File: config.mk
export PLATFORM = sky130hd
export DESIGN_NAME = dac_sampler_mc_flat
export DESIGN_NICKNAME = d
export VERILOG_FILES = /design/src/rtl/dac_sampler_mc_pkg.sv /design/src/rtl/dac_sampler_mc_if.sv /design/src/rtl/dac_avg_channel.sv /design/src/rtl/dac_sampler_mc.sv /design/src/flat_wrapper.sv
export SDC_FILE = /design/constraint.sdc
export NUM_CORES = 1
export LEC_CHECK = 0
export BUFFER_PORTS_ARGS = -buffer_cell sky130_fd_sc_hd__buf_2
export CAP_MARGIN = 20
export CORE_MARGIN = 4
export CORE_UTILIZATION = 25
export DETAILED_ROUTE_END_ITERATION = 12
export SYNTH_ARGS = -nofsm -noshare
export SYNTH_HDL_FRONTEND = slang
export SYNTH_HIERARCHICAL = 1
export SYNTH_SLANG_ARGS = --single-unit
File: constraint.sdc
create_clock -name i_clock -period 3.3 [get_ports i_clock]
set_clock_uncertainty 0.1 [all_clocks]
set_input_delay 0.165 -clock i_clock [delete_from_list [all_inputs] [get_ports i_clock]]
set_output_delay 0.165 -clock i_clock [all_outputs]
set_load 0.05 [all_outputs]
File: src/rtl/dac_sampler_mc_pkg.sv
// ============================================================================
// Module      : dac_sampler_mc_pkg
// Description : Shared definitions for the multi-channel DAC sampler: FSM state
//               encodings and small constant helper functions.
// Revision    : 1.0 - initial release
// ============================================================================
`default_nettype none

package dac_sampler_mc_pkg;

   // FSM state encoding (explicit width)
   localparam logic [0:0] ST_IDLE = 1'b0;
   localparam logic [0:0] ST_RUN  = 1'b1;

   // Ceiling log2 with a floor of 1 so the result can always size a vector.
   function automatic int clog2(input int value);
      int result;
      int v;
      result = 0;
      v      = value - 1;
      while (v > 0) begin
         result = result + 1;
         v      = v >> 1;
      end
      return (result < 1) ? 1 : result;
   endfunction

   // Clamp an averaging exponent to the largest supported value.
   function automatic int unsigned clamp_log2(input int unsigned value,
                                              input int unsigned max_val);
      return (value > max_val) ? max_val : value;
   endfunction

   // Accumulator width: sample width plus headroom for 2^max_log2 additions.
   function automatic int acc_width(input int data_w, input int max_log2);
      return data_w + max_log2;
   endfunction

endpackage

`default_nettype wire

File: src/rtl/dac_sampler_mc_if.sv
// ============================================================================
// Module      : dac_sampler_mc_if
// Description : Sample input and result handshake bundle of the sampler.
//               master : sampler side (drives o_* results, reads i_* controls)
//               slave  : environment side (drives i_*, reads o_*)
// Revision    : 1.0 - initial release
// ============================================================================
`default_nettype none

interface dac_sampler_mc_if
   import dac_sampler_mc_pkg::*;
#(
   parameter int ZMOD_DATA_SIZE   = 14,
   parameter int IAGC_STATUS_SIZE = 4,
   parameter int NUM_CH           = 2,
   parameter int DECIM_W          = 8,
   parameter int AVG_LOG2_MAX     = 3
);
   localparam int AVG_W = clog2(AVG_LOG2_MAX + 1);

   logic                             i_enable;
   logic [NUM_CH*ZMOD_DATA_SIZE-1:0] i_data;
   logic [IAGC_STATUS_SIZE-1:0]      i_iagc_status;
   logic                             i_sample;
   logic [DECIM_W-1:0]               i_decim;
   logic [AVG_W-1:0]                 i_avg_log2;
   logic [NUM_CH*ZMOD_DATA_SIZE-1:0] o_data;
   logic [IAGC_STATUS_SIZE-1:0]      o_iagc_status;
   logic                             o_valid;
   logic                             i_ready;
   logic                             o_overrun;
   logic                             i_clear_overrun;

   modport master (
      input  i_enable, i_data, i_iagc_status, i_sample, i_decim, i_avg_log2,
      input  i_ready, i_clear_overrun,
      output o_data, o_iagc_status, o_valid, o_overrun
   );

   modport slave (
      output i_enable, i_data, i_iagc_status, i_sample, i_decim, i_avg_log2,
      output i_ready, i_clear_overrun,
      input  o_data, o_iagc_status, o_valid, o_overrun
   );

endinterface

`default_nettype wire

File: src/rtl/dac_avg_channel.sv
// ============================================================================
// Module      : dac_avg_channel
// Description : One channel of block averaging: signed accumulator plus an
//               arithmetic right shift producing the block mean.
//   clk, rst_n  : clock, asynchronous active-low reset
//   clear       : drop the running sum
//   accumulate  : add the current sample
//   complete    : this sample closes the block (sum restarts at 0)
//   shift       : averaging exponent for the closing block
//   sample      : two's complement input sample
//   result      : (running sum + sample) >>> shift, valid when complete
// Revision    : 1.0 - initial release
// ============================================================================
`default_nettype none

module dac_avg_channel #(
   parameter int DATA_W  = 14,
   parameter int ACC_W   = 17,
   parameter int SHIFT_W = 2
) (
   input  logic               clk,
   input  logic               rst_n,
   input  logic               clear,
   input  logic               accumulate,
   input  logic               complete,
   input  logic [SHIFT_W-1:0] shift,
   input  logic [DATA_W-1:0]  sample,
   output logic [DATA_W-1:0]  result
);
   logic signed [ACC_W-1:0] r_acc;
   logic signed [ACC_W-1:0] w_ext;
   logic signed [ACC_W-1:0] w_sum;

   always_comb begin
      w_ext              = {ACC_W{sample[DATA_W-1]}};
      w_ext[DATA_W-1:0]  = sample;
   end

   assign w_sum  = r_acc + w_ext;
   // Arithmetic shift floors toward -inf; the mean always fits DATA_W bits.
   assign result = DATA_W'(w_sum >>> shift);

   always_ff @(posedge clk or negedge rst_n) begin
      if (!rst_n) begin
         r_acc <= '0;
      end else if (clear) begin
         r_acc <= '0;
      end else if (accumulate) begin
         r_acc <= complete ? '0 : w_sum;
      end
   end

endmodule

`default_nettype wire

File: src/rtl/dac_sampler_mc.sv
// ============================================================================
// Module      : dac_sampler_mc
// Description : Multi-channel DAC sample capture with decimation, power-of-two
//               block averaging and a valid/ready result register.
//   i_clock, i_reset_n : clock, asynchronous active-low reset
//   bus (master)       : sample inputs, config, result handshake, overrun flag
// Revision    : 1.0 - initial release
// ============================================================================
`default_nettype none

module dac_sampler_mc
   import dac_sampler_mc_pkg::*;
#(
   parameter int ZMOD_DATA_SIZE   = 14,
   parameter int IAGC_STATUS_SIZE = 4,
   parameter int NUM_CH           = 2,
   parameter int DECIM_W          = 8,
   parameter int AVG_LOG2_MAX     = 3
) (
   input  logic             i_clock,
   input  logic             i_reset_n,
   dac_sampler_mc_if.master bus
);
   localparam int AVG_W  = clog2(AVG_LOG2_MAX + 1);
   localparam int BLK_W  = AVG_LOG2_MAX + 1;
   localparam int ACC_W  = acc_width(ZMOD_DATA_SIZE, AVG_LOG2_MAX);
   localparam int DATA_W = NUM_CH * ZMOD_DATA_SIZE;

   logic [0:0]                  r_state;
   logic [0:0]                  w_state_next;
   logic                        w_active;
   logic                        w_flush;

   logic [DECIM_W-1:0]          r_dec_cnt;
   logic [BLK_W-1:0]            r_blk_cnt;
   logic [DECIM_W-1:0]          r_decim_l;
   logic [AVG_W-1:0]            r_avg_l;

   logic [AVG_W-1:0]            w_avg_in;
   logic [DECIM_W-1:0]          w_decim_eff;
   logic [AVG_W-1:0]            w_avg_eff;
   logic [DECIM_W-1:0]          w_reload;
   logic [BLK_W-1:0]            w_blk_next;
   logic [BLK_W-1:0]            w_blk_len;
   logic                        w_block_start;
   logic                        w_strobe;
   logic                        w_accept;
   logic                        w_complete;
   logic [DATA_W-1:0]           w_result;

   logic [DATA_W-1:0]           r_data;
   logic [IAGC_STATUS_SIZE-1:0] r_status;
   logic                        r_valid;
   logic                        r_overrun;

   // ---------------- FSM ----------------
   always_ff @(posedge i_clock or negedge i_reset_n) begin
      if (!i_reset_n) r_state <= ST_IDLE;
      else            r_state <= w_state_next;
   end

   always_comb begin
      w_state_next = r_state;
      case (r_state)
         ST_IDLE: if (bus.i_enable)  w_state_next = ST_RUN;
         ST_RUN:  if (!bus.i_enable) w_state_next = ST_IDLE;
         default: w_state_next = ST_IDLE;
      endcase
   end

   always_comb begin
      w_active = 1'b0;
      w_flush  = 1'b0;
      if (r_state == ST_RUN) begin
         w_active = bus.i_enable;
         w_flush  = !bus.i_enable;
      end
   end

   // ---------------- Decimation / block control ----------------
   // At block start the live config applies immediately and is latched for
   // the rest of the block, so mid-block changes only affect the next one.
   assign w_block_start = (r_blk_cnt == '0);
   assign w_avg_in      = AVG_W'(clamp_log2(32'(bus.i_avg_log2), AVG_LOG2_MAX));
   assign w_decim_eff   = w_block_start ? bus.i_decim : r_decim_l;
   assign w_avg_eff     = w_block_start ? w_avg_in    : r_avg_l;
   assign w_reload      = (w_decim_eff == '0) ? '0 : w_decim_eff - DECIM_W'(1);

   assign w_strobe   = w_active & bus.i_sample;
   assign w_accept   = w_strobe & (r_dec_cnt == '0);
   assign w_blk_next = r_blk_cnt + BLK_W'(1);
   assign w_blk_len  = BLK_W'(1) << w_avg_eff;
   assign w_complete = w_accept & (w_blk_next == w_blk_len);

   always_ff @(posedge i_clock or negedge i_reset_n) begin
      if (!i_reset_n) begin
         r_dec_cnt <= '0;
         r_blk_cnt <= '0;
         r_decim_l <= '0;
         r_avg_l   <= '0;
      end else if (w_flush) begin
         r_dec_cnt <= '0;
         r_blk_cnt <= '0;
      end else if (w_accept) begin
         r_dec_cnt <= w_reload;
         r_blk_cnt <= w_complete ? '0 : w_blk_next;
         if (w_block_start) begin
            r_decim_l <= bus.i_decim;
            r_avg_l   <= w_avg_in;
         end
      end else if (w_strobe) begin
         r_dec_cnt <= r_dec_cnt - DECIM_W'(1);
      end
   end

   // ---------------- Per-channel averaging ----------------
   for (genvar k = 0; k < NUM_CH; k++) begin : g_ch
      dac_avg_channel #(
         .DATA_W  (ZMOD_DATA_SIZE),
         .ACC_W   (ACC_W),
         .SHIFT_W (AVG_W)
      ) u_ch (
         .clk        (i_clock),
         .rst_n      (i_reset_n),
         .clear      (w_flush),
         .accumulate (w_accept),
         .complete   (w_complete),
         .shift      (w_avg_eff),
         .sample     (bus.i_data[k*ZMOD_DATA_SIZE +: ZMOD_DATA_SIZE]),
         .result     (w_result[k*ZMOD_DATA_SIZE +: ZMOD_DATA_SIZE])
      );
   end

   // ---------------- Result register and handshake ----------------
   // A new result always wins; losing an unaccepted one raises sticky overrun.
   always_ff @(posedge i_clock or negedge i_reset_n) begin
      if (!i_reset_n) begin
         r_data    <= '0;
         r_status  <= '0;
         r_valid   <= 1'b0;
         r_overrun <= 1'b0;
      end else begin
         if (w_complete) begin
            r_data   <= w_result;
            r_status <= bus.i_iagc_status;
            r_valid  <= 1'b1;
         end else if (r_valid && bus.i_ready) begin
            r_valid  <= 1'b0;
         end

         if (w_complete && r_valid && !bus.i_ready) begin
            r_overrun <= 1'b1;
         end else if (bus.i_clear_overrun) begin
            r_overrun <= 1'b0;
         end
      end
   end

   assign bus.o_data        = r_data;
   assign bus.o_iagc_status = r_status;
   assign bus.o_valid       = r_valid;
   assign bus.o_overrun     = r_overrun;

endmodule

`default_nettype wire

File: src/flat_wrapper.sv
// flat-port wrapper written by rule: the top's interface ports become plain ports
module dac_sampler_mc_flat import dac_sampler_mc_pkg::*;
#(
   parameter int ZMOD_DATA_SIZE   = 14,
   parameter int IAGC_STATUS_SIZE = 4,
   parameter int NUM_CH           = 2,
   parameter int DECIM_W          = 8,
   parameter int AVG_LOG2_MAX     = 3
)
  (i_clock, i_reset_n, bus_i_enable, bus_i_data, bus_i_iagc_status, bus_i_sample, bus_i_decim, bus_i_avg_log2, bus_i_ready, bus_i_clear_overrun, bus_o_data, bus_o_iagc_status, bus_o_valid, bus_o_overrun);
  dac_sampler_mc_if #(.ZMOD_DATA_SIZE(ZMOD_DATA_SIZE), .IAGC_STATUS_SIZE(IAGC_STATUS_SIZE), .NUM_CH(NUM_CH), .DECIM_W(DECIM_W), .AVG_LOG2_MAX(AVG_LOG2_MAX)) bus_i ();
  input  logic i_clock;
  input  logic i_reset_n;
  input wire logic [$bits(bus_i.i_enable)-1:0] bus_i_enable;
  input wire logic [$bits(bus_i.i_data)-1:0] bus_i_data;
  input wire logic [$bits(bus_i.i_iagc_status)-1:0] bus_i_iagc_status;
  input wire logic [$bits(bus_i.i_sample)-1:0] bus_i_sample;
  input wire logic [$bits(bus_i.i_decim)-1:0] bus_i_decim;
  input wire logic [$bits(bus_i.i_avg_log2)-1:0] bus_i_avg_log2;
  input wire logic [$bits(bus_i.i_ready)-1:0] bus_i_ready;
  input wire logic [$bits(bus_i.i_clear_overrun)-1:0] bus_i_clear_overrun;
  output wire logic [$bits(bus_i.o_data)-1:0] bus_o_data;
  output wire logic [$bits(bus_i.o_iagc_status)-1:0] bus_o_iagc_status;
  output wire logic [$bits(bus_i.o_valid)-1:0] bus_o_valid;
  output wire logic [$bits(bus_i.o_overrun)-1:0] bus_o_overrun;
  assign bus_i.i_enable = bus_i_enable;
  assign bus_i.i_data = bus_i_data;
  assign bus_i.i_iagc_status = bus_i_iagc_status;
  assign bus_i.i_sample = bus_i_sample;
  assign bus_i.i_decim = bus_i_decim;
  assign bus_i.i_avg_log2 = bus_i_avg_log2;
  assign bus_i.i_ready = bus_i_ready;
  assign bus_i.i_clear_overrun = bus_i_clear_overrun;
  assign bus_o_data = bus_i.o_data;
  assign bus_o_iagc_status = bus_i.o_iagc_status;
  assign bus_o_valid = bus_i.o_valid;
  assign bus_o_overrun = bus_i.o_overrun;
  dac_sampler_mc #(.ZMOD_DATA_SIZE(ZMOD_DATA_SIZE), .IAGC_STATUS_SIZE(IAGC_STATUS_SIZE), .NUM_CH(NUM_CH), .DECIM_W(DECIM_W), .AVG_LOG2_MAX(AVG_LOG2_MAX)) u_core (.i_clock(i_clock), .i_reset_n(i_reset_n), .bus(bus_i));
endmodule
==> flow_summary.toml, run 1 <==
[sta]
fin_tns_setup_ps = 0
max_freq_mhz = 317
hold_viol_final = 0
fin_crit_ps = 3160
post-route-period-util = 0.957
setup_viol = 0
tightest_slew_ps = 700
maxSlewViolCount = 0
slew-limit-headroom = 0.531

[synth]
async_flop_share = 1.00
synth_top_area_share = 0.345
synth.yosys.seq_area_share = 0.345
synth_fp_nets = 715
ys_seq_elements = 91
synth_cell_type_count = 69
netlist_top_cells_area = "dfrtp_1, mux4_2, ha_1, mux2_4, a22o_1"
avgSynthCellArea_um2 = 10.5
synth_top_cell_by_area = "dfrtp_1"
synth_ff_type = "dfrtp_1"
synth_edf_count = 0
ys_warn_count = 6
synth_area_um2 = 6600
syn_inst = 627

[global_routing]
grt_pass1_vias = 5238
antenna_found_initial = 0
grt_pass1_wl_mm = 28.7
grtUsageTotal = 0.123
grt_max_degree = 50
gr-total-overflow = 0

[min_path]
worstHoldPathType = "in2reg"
whs_path_depth = 2

[worst_setup_path]
required_ps = 3440
endpoint_kind = "flop"
crit_fanout = 5
path_class = "reg2reg"
r2r_cells = 10
crit_arrival_ps = 3290
cp-start-kind = "flop"

[detailed_routing]
firstDrtPassIters = 5
via_per_inst = 4.97
postRouteWirelength_mm = 17.8
wire_per_inst_um = 16.6
initialDrtViolationCount = 349
detail-route-antenna-nets = 0
vias = 5328
drc_errors = 0

[power]
power_density_nw_per_um2 = 636
p_leak_nw = 3.90
vdd_drop_max_mv = 0.284

[finish]
syn_to_final_growth_pct = 20.6
nets = 820
num_antenna_cells = 0
final_common_cell = "dfrtp_1"
fillers = 2660
final_area_um2 = 7960
layout_common_cells = "dfrtp_1, buf_2, nand2_1, nor2_1, ha_1"
drive_above_1_share = 0.290
instances_no_fill = 1072

[clock_network]
cts_tree = "yes"
clock_tree.root_cell = "clkbuf_16"
cts_buffers = 9
htreeDepth = 3
cts.reportedPaths.clkPinSlew_ps = 80
cts.sinks = 91
clk_latency_ps = 360
clockBufferDepth = 2

[die]
core_um2 = 26100
die_y_um = 171
die_area_um2 = 29100
initial_core_util = 0.253
num_rows = 59
io-pin-count = 82
dieWidth_um = 171

[placement]
portBuffers = 81
dpl.hpwl_mm = 13.2
gp_congestion = 0.861
dp_cells = 1043
placedInstanceArea_um2 = 7510

[run_status]
outcome = "completed"

[run]
cap_viol_max_count = 0
==> Yosys cell counts, drive strengths merged (4+ instances only) <==
master  count
xor2       18
nand2      44
mux4       24
dfrtp      91
inv        18
mux2       40
nor3       15
ha         38
nor2       38
a21oi      36
a211oi      4
clkbuf     14
a21o       15
nand2b      9
xnor2      15
and3        4
nor2b       5
mux2i       9
o211ai      8
and2        4
o21ai      39
a31o        4
nand3      17
a22oi       5
or2         6
nor4        6
nand4       5
nor3b       4
o31ai       9
a22o       33
buf         6
==> worst max-delay path, stage by stage, from the launching register on <==
cell and delay [ps]:
dfrtp_1 380, ha_1 210, fa_2 400, a211oi_4 280, o21ai_2 130, a211o_1 280
a31o_1 220, a21oi_2 170, xnor2_2 110, mux4_2 470, mux2_4 280
==> final cells by class <==
type / count / area (µm²) / share of cell area
multi-input combinational: 495 / 4200 / 0.527
sequential: 91 / 2280 / 0.286
clock inverter: 7 / 66.3 / 0.00833
clock buffer: 9 / 225 / 0.0283
timing repair buffer: 114 / 702 / 0.0881
tap: 335 / 419 / 0.0526
inverter: 21 / 78.8 / 0.00990
==> state kept, by name, indices dropped and copies added, names as in the netlist <==
name / cells
u_core/g_ch.u_ch/r_acc: 34
u_core/bus.o_data: 28
u_core/r_dec_cnt: 8
u_core/r_decim_l: 8
u_core/bus.o_iagc_status: 4
u_core/r_blk_cnt: 4
u_core/r_avg_l: 2
u_core/bus.o_overrun: 1
u_core/bus.o_valid: 1
u_core/r_state: 1
==> final timing paths <==
kind	slack, ps	end	from
setup / recovery	140	u_core/bus.o_data[9]	u_core/g_ch[0].u_ch/r_acc[0]
max in group asynchronous	2110	u_core/r_state	i_reset_n
setup reg to reg	140	u_core/bus.o_data[9]	u_core/g_ch[0].u_ch/r_acc[0]
min in group asynchronous	300	u_core/g_ch[0].u_ch/r_acc[0]	i_reset_n
hold / removal	30	u_core/r_decim_l[2]	bus_i_decim[2]
hold reg to reg	400	u_core/bus.o_iagc_status[0]	u_core/bus.o_iagc_status[0]
==> logic make-up (layout without fill, tap and decap cells) <==
family          after synthesis  after routing  share of synthesized area
compound gates              183            183                      0.198
simple gates                166            166                      0.128
flops                        91             91                      0.345
mux                          73             73                      0.180
buf+inv                      41            151                     0.0273
fa+ha+maj                    40             40                     0.0781
xor+xnor                     33             33                     0.0438
==> where the power goes <==
group	switching, mW	total, mW	leakage [nW]	internal (mW)
logic	1.43	2.44	2.53	1.01
registers	0.202	1.57	1.23	1.37
clock network	0.521	1.05	0.138	0.533
==> repair_timing <==
item                       in CTS  in global routing
setup endpoints to repair       0                  9
hold buffers                   12                  0
gates resized for setup         0                  7
hold endpoints to repair       59                  0
buffers inserted                0                  1
==> metrics by stage <==
stage	total power, mW	hold WS (ps)	util	setup slack, ps
2_1_floorplan	3.38	-231	-	-180
3_3_place_gp	3.99	169	0.288	104
3_5_place_dp	4.01	176	0.288	99.1
4_1_cts	5.13	8.67	0.304	93.5
5_1_grt	5.40	41.8	0.306	-1.52
6_report	5.07	25.5	0.306	143
==> per-layer routing <==
| metal | wire length (µm) | part of all wire | track usage |
|---|---|---|---|
| met2 | 8410 | 0.47 | 0.197 |
| met5 | 0 | 0 | 0 |
| met1 | 8460 | 0.48 | 0.173 |
| met4 | 276 | 0.016 | 0.0406 |
| met3 | 602 | 0.034 | 0.0164 |
Power figures use the tool's default switching activity.
==> inputs of run 2 (changes only) <==
--- a/config.mk
+++ b/config.mk
@@ -10,6 +10,7 @@
 export CORE_MARGIN = 4
 export CORE_UTILIZATION = 25
 export DETAILED_ROUTE_END_ITERATION = 12
+export PLACE_DENSITY = 0.46
 export SYNTH_ARGS = -nofsm -noshare
 export SYNTH_HDL_FRONTEND = slang
 export SYNTH_HIERARCHICAL = 1
==> flow_summary.toml, run 2 (synthesis gave the netlist of run 1 again) <==
[clock_network]
clk_latency_ps = 360
cts_buffers = 9
clockBufferDepth = 2
post_cts_buffers = 0
cts.sinks = 91
cts.reportedPaths.clkPinSlew_ps = 80
cts_tree = "yes"
htreeDepth = 3
clock_tree.root_cell = "clkbuf_16"

[worst_setup_path]
endpoint_kind = "flop"
path_class = "reg2reg"
path_depth = 10
cp-start-kind = "flop"
critical-path-top-delay-family = "compound AO/OA/AOI/OAI gates"
path_buf_inv = 0
cpMaxStageDelayCell = "mux4_2"
r2r_cells = 10
rr_startpoint = "u_core/g_ch[1].u_ch/r_acc[0]"
r2r-end = "u_core/bus.o_data[22]"
slowest_delay_ps = 490
reg2reg_slack_ps = 130
crit_arrival_ps = 3320
crit_fanout = 5
crit_path_cell_trace = "ha_1, fa_2, a211oi_4, o21ai_2, a211o_1, a31o_1, a21oi_2, xnor2_1, mux4_2, mux2_4"
required_ps = 3450

[finish]
syn_to_final_growth_pct = 21.1
largest_reg_flops = 34
fillers = 2684
final_common_cell = "dfrtp_1"
layout.core_utilization = 0.307
largest_register = "u_core/g_ch.u_ch/r_acc"
num_antenna_cells = 0
nets = 824
layout_common_cells = "dfrtp_1, buf_2, nand2_1, nor2_1, ha_1"
drive_above_1_share = 0.293
final_area_um2 = 8000

[detailed_routing]
firstDrtPassIters = 4
wire_per_inst_um = 16.6
postRouteWirelength_mm = 17.9
detail-route-antenna-nets = 0
drc_errors = 0
vias = 5274
initialDrtViolationCount = 307
via_per_inst = 4.90

[min_path]
hp-start = "bus_i_decim[2]"
worstHoldPathType = "in2reg"
whs_endpoint = "u_core/r_decim_l[2]"
whs_path_depth = 2

[power]
power_mw = 5.14
vdd_drop_max_mv = 0.212
power_density_nw_per_um2 = 643
p_leak_nw = 3.92

[global_routing]
gr-total-overflow = 0
grt_max_degree = 92
antenna_found_initial = 0
use_met2 = 0.197
grt_pass1_wl_mm = 29.4
grtUsageTotal = 0.128
top_usage_layer = "met2"
use_met1 = 0.180
use_met3 = 0.0303
grt_pass1_vias = 5319

[sta]
setup_viol = 0
grt_setup_unrepaired = "yes"
hold_viol_final = 0
post-route-period-util = 0.962
max_freq_mhz = 315
slew-limit-headroom = 0.520
fin_crit_ps = 3170
whs_ps = 36.9
tightest_slew_ps = 716
maxSlewViolCount = 0

[placement]
dpl.hpwl_mm = 13.2
gp_congestion = 0.843
placedInstanceArea_um2 = 7540
portBuffers = 81

[die]
initial_core_util = 0.253
num_rows = 59
io-pin-count = 82
die_area_um2 = 29100
dieWidth_um = 171
core_um2 = 26100
die_y_um = 171

[run_status]
outcome = "completed"

[run]
cap_viol_max_count = 0
-- run 2: cell types whose count changed in the layout (fill, tap and decap cells not counted) --
cell,before,now
buf_6,1,0
xnor2_2,2,1
xnor2_1,13,14
clkinv_4,0,2
clkinvlp_4,2,1
inv_8,3,1
buf_4,20,25
bufinv_16,0,1
-- run 2: metal layers --
| layer | vias to the layer above | wire length (µm) |
|---|---|---|
| met5 | - | 0 |
| met4 | 0 | 187 |
| met3 | 10 | 730 |
| met2 | 79 | 8160 |
| met1 | 2579 | 8810 |
| li1 | 2606 | - |
-- run 2: how the worst max path moves through the flow --
stage / endpoint / slack (ps) / startpoint
2_1_floorplan: u_core/g_ch[0].u_ch/r_acc[0] / -180 / u_core/r_blk_cnt[0]
3_3_place_gp: u_core/bus.o_data[22] / 120 / u_core/g_ch[1].u_ch/r_acc[0]
3_5_place_dp: u_core/bus.o_data[22] / 110 / u_core/g_ch[1].u_ch/r_acc[0]
4_1_cts: u_core/bus.o_data[22] / 90 / u_core/g_ch[1].u_ch/r_acc[0]
5_1_grt: u_core/bus.o_data[9] / -10 / u_core/g_ch[0].u_ch/r_acc[0]
6_report: u_core/bus.o_data[22] / 130 / u_core/g_ch[1].u_ch/r_acc[0]
-- run 2: final cells by class --
cell class | instances | area, µm² | share of cell area
flip-flops and latches | 91 | 2280 | 0.285
clock inverters | 7 | 83.8 | 0.0105
repair buffers | 118 | 728 | 0.0910
well taps | 335 | 419 | 0.0524
clock buffers | 9 | 225 | 0.0282
multi-input cells | 495 | 4190 | 0.523
inverters | 21 | 78.8 | 0.00985
-- run 2: power by group --
| part | total, mW | switching, mW | internal (mW) |
|---|---|---|---|
| Clock | 1.12 | 0.521 | 0.602 |
| Combinational | 2.45 | 1.43 | 1.02 |
| Sequential | 1.57 | 0.198 | 1.37 |
-- run 2: what timing repair did --
action                                  CTS  global route
resized for setup                         0             5
endpoints found under the setup margin    0             8
endpoints found under the hold margin   101             0
hold buffers                             12             0
-- run 2: through the flow --
stage / setup WS (ps) / TNS, ps / cells
after global routing: -11.9 / -13.9 / 1076
final: 126 / 0 / 1076
after CTS: 93.6 / 0 / 1076
after floorplan: -180 / -3720 / 627
after detailed placement: 106 / 0 / 1048
after global placement: 117 / 0 / 1048
==> inputs of run 3 (changes only) <==
--- a/config.mk
+++ b/config.mk
@@ -5,12 +5,12 @@
 export SDC_FILE = /design/constraint.sdc
 export NUM_CORES = 1
 export LEC_CHECK = 0
-export BUFFER_PORTS_ARGS = -buffer_cell sky130_fd_sc_hd__buf_2
 export CAP_MARGIN = 20
 export CORE_MARGIN = 4
 export CORE_UTILIZATION = 25
 export DETAILED_ROUTE_END_ITERATION = 12
-export PLACE_DENSITY = 0.46
+export DONT_BUFFER_PORTS = 1
+export PLACE_DENSITY = 0.44
 export SYNTH_ARGS = -nofsm -noshare
 export SYNTH_HDL_FRONTEND = slang
 export SYNTH_HIERARCHICAL = 1
==> flow_summary.toml, run 3 (synthesis gave the netlist of run 1 again) <==
[clock_network]
clockBufferDepth = 2
clk_latency_ps = 350
cts_buffers = 9
clock_tree.root_cell = "clkbuf_16"
htreeDepth = 3
cts_tree = "yes"
cts.sinks = 91
cts.reportedPaths.clkPinSlew_ps = 70

[worst_setup_path]
cp-start-kind = "flop"
r2r_cells = 10
crit_fanout = 5
crit_arrival_ps = 3300
cpMaxStageDelayCell = "mux4_2"
crit_path_cell_trace = "ha_1, fa_2, a211oi_4, o21ai_2, a211o_1, a31o_1, a21oi_2, xnor2_1, mux4_2, mux2_4"
critical-path-top-delay-family = "compound AO/OA/AOI/OAI gates"
r2r-end = "u_core/bus.o_data[22]"
endpoint_kind = "flop"
required_ps = 3430
reg2reg_slack_ps = 130
path_buf_inv = 0
path_depth = 10
rr_startpoint = "u_core/g_ch[1].u_ch/r_acc[0]"
slowest_delay_ps = 500
path_class = "reg2reg"

[global_routing]
grtUsageTotal = 0.129
grt_max_degree = 92
grt_pass1_wl_mm = 29.9
grt_pass1_vias = 5309
antenna_found_initial = 0
gr-total-overflow = 0

[sta]
tightest_slew_ps = 719
max_freq_mhz = 316
post-route-period-util = 0.960
hold_viol_final = 0
fin_tns_setup_ps = 0
slew-limit-headroom = 0.521
fin_crit_ps = 3170
whs_ps = 22.4
maxSlewViolCount = 0
grt_setup_unrepaired = "no"
setup_viol = 0

[finish]
largest_reg_flops = 34
final_area_um2 = 7570
fillers = 2694
syn_to_final_growth_pct = 14.7
num_antenna_cells = 0
multi_input_area_um2 = 4190
layout_common_cells = "dfrtp_1, nand2_1, nor2_1, ha_1"
drive_above_1_share = 0.197
nets = 740
layout.core_utilization = 0.291
largest_register = "u_core/g_ch.u_ch/r_acc"
final_common_cell = "dfrtp_1"
register_area_um2 = 2280

[die]
io-pin-count = 82
core_um2 = 26100
die_area_um2 = 29100
dieWidth_um = 171
die_y_um = 171
initial_core_util = 0.253
num_rows = 59

[run_status]
outcome = "completed"

[power]
p_leak_nw = 3.54
power_density_nw_per_um2 = 656
p_sw_mw = 2.07
vdd_drop_max_mv = 0.256
swShare = 0.417
p_comb_frac = 0.370
power_frac_seq = 0.412
intPower_mw = 2.90
p_clk_frac = 0.218

[detailed_routing]
detail-route-antenna-nets = 0
drc_errors = 0
vias = 5154
postRouteWirelength_mm = 18.7
wire_per_inst_um = 18.8
via_per_inst = 5.20
firstDrtPassIters = 5
initialDrtViolationCount = 266

[run]
cap_viol_max_count = 0

[placement]
portBuffers = 0
placedInstanceArea_um2 = 7080
gp_congestion = 0.862
dpl.hpwl_mm = 13.4

[min_path]
whs_endpoint = "u_core/r_decim_l[1]"
hp-start = "bus_i_decim[1]"
worstHoldPathType = "in2reg"
whs_path_depth = 2
==> run 3: changes by cell type in the layout (fill, tap and decap cells not counted), sizes merged <==
cell,delta
clkinv,-1
dlygate4sd3,+1
clkbuf,+4
clkinvlp,-1
inv,-3
buf,-85
==> run 3: cell type report <==
class,instances,area share
clock buffer,13,0.0344
clock inverter,2,0.00463
inverter,21,0.0104
multi-input combinational,495,0.554
sequential,91,0.301
tap,335,0.0554
timing repair buffer,34,0.0406
==> run 3: worst max path at each step <==
stage | from | to | slack [ps]
finish | u_core/g_ch[1].u_ch/r_acc[0] | u_core/bus.o_data[22] | 130
global route | u_core/g_ch[1].u_ch/r_acc[0] | u_core/bus.o_data[22] | 10
CTS | u_core/r_blk_cnt[1] | u_core/g_ch[0].u_ch/r_acc[16] | 40
detailed placement | u_core/r_blk_cnt[1] | u_core/g_ch[0].u_ch/r_acc[16] | 80
global placement | u_core/g_ch[1].u_ch/r_acc[0] | u_core/bus.o_data[22] | 130
floorplan | u_core/r_blk_cnt[0] | u_core/g_ch[0].u_ch/r_acc[0] | -180
==> run 3: layer usage <==
| layer | vias to the layer above | global-route usage | wire, µm |
|---|---|---|---|
| li1 | 2442 | - | - |
| met1 | 2563 | 0.170 | 8500 |
| met2 | 137 | 0.213 | 8730 |
| met3 | 12 | 0.0374 | 1280 |
| met4 | 0 | 0.0264 | 173 |
| met5 | - | 0 | 0 |
==> run 3: through the flow <==
stage	power, mW	setup slack [ps]	instances
after global placement	3.83	126	961
after floorplan	3.38	-180	627
after global routing	5.29	11.4	991
after CTS	5.03	36.4	990
after detailed placement	3.85	77.1	961
final	4.97	131	991
==> run 3: repair_timing <==
| action | CTS | global route |
|---|---|---|
| resized for setup | 0 | 6 |
| setup buffers | 0 | 1 |
| setup endpoints to repair | 0 | 17 |
| hold endpoints to repair | 103 | 0 |
| hold buffers | 14 | 0 |
==> run 3: power by group through the flow <==
stage / registers (mW) / logic, mW / clock network (mW)
after floorplan: 1.98 / 1.40 / 0
after global placement: 2.07 / 1.76 / 0
after detailed placement: 2.07 / 1.78 / 0
after CTS: 2.05 / 1.83 / 1.15
after global routing: 2.09 / 2.03 / 1.17
final: 2.05 / 1.84 / 1.09
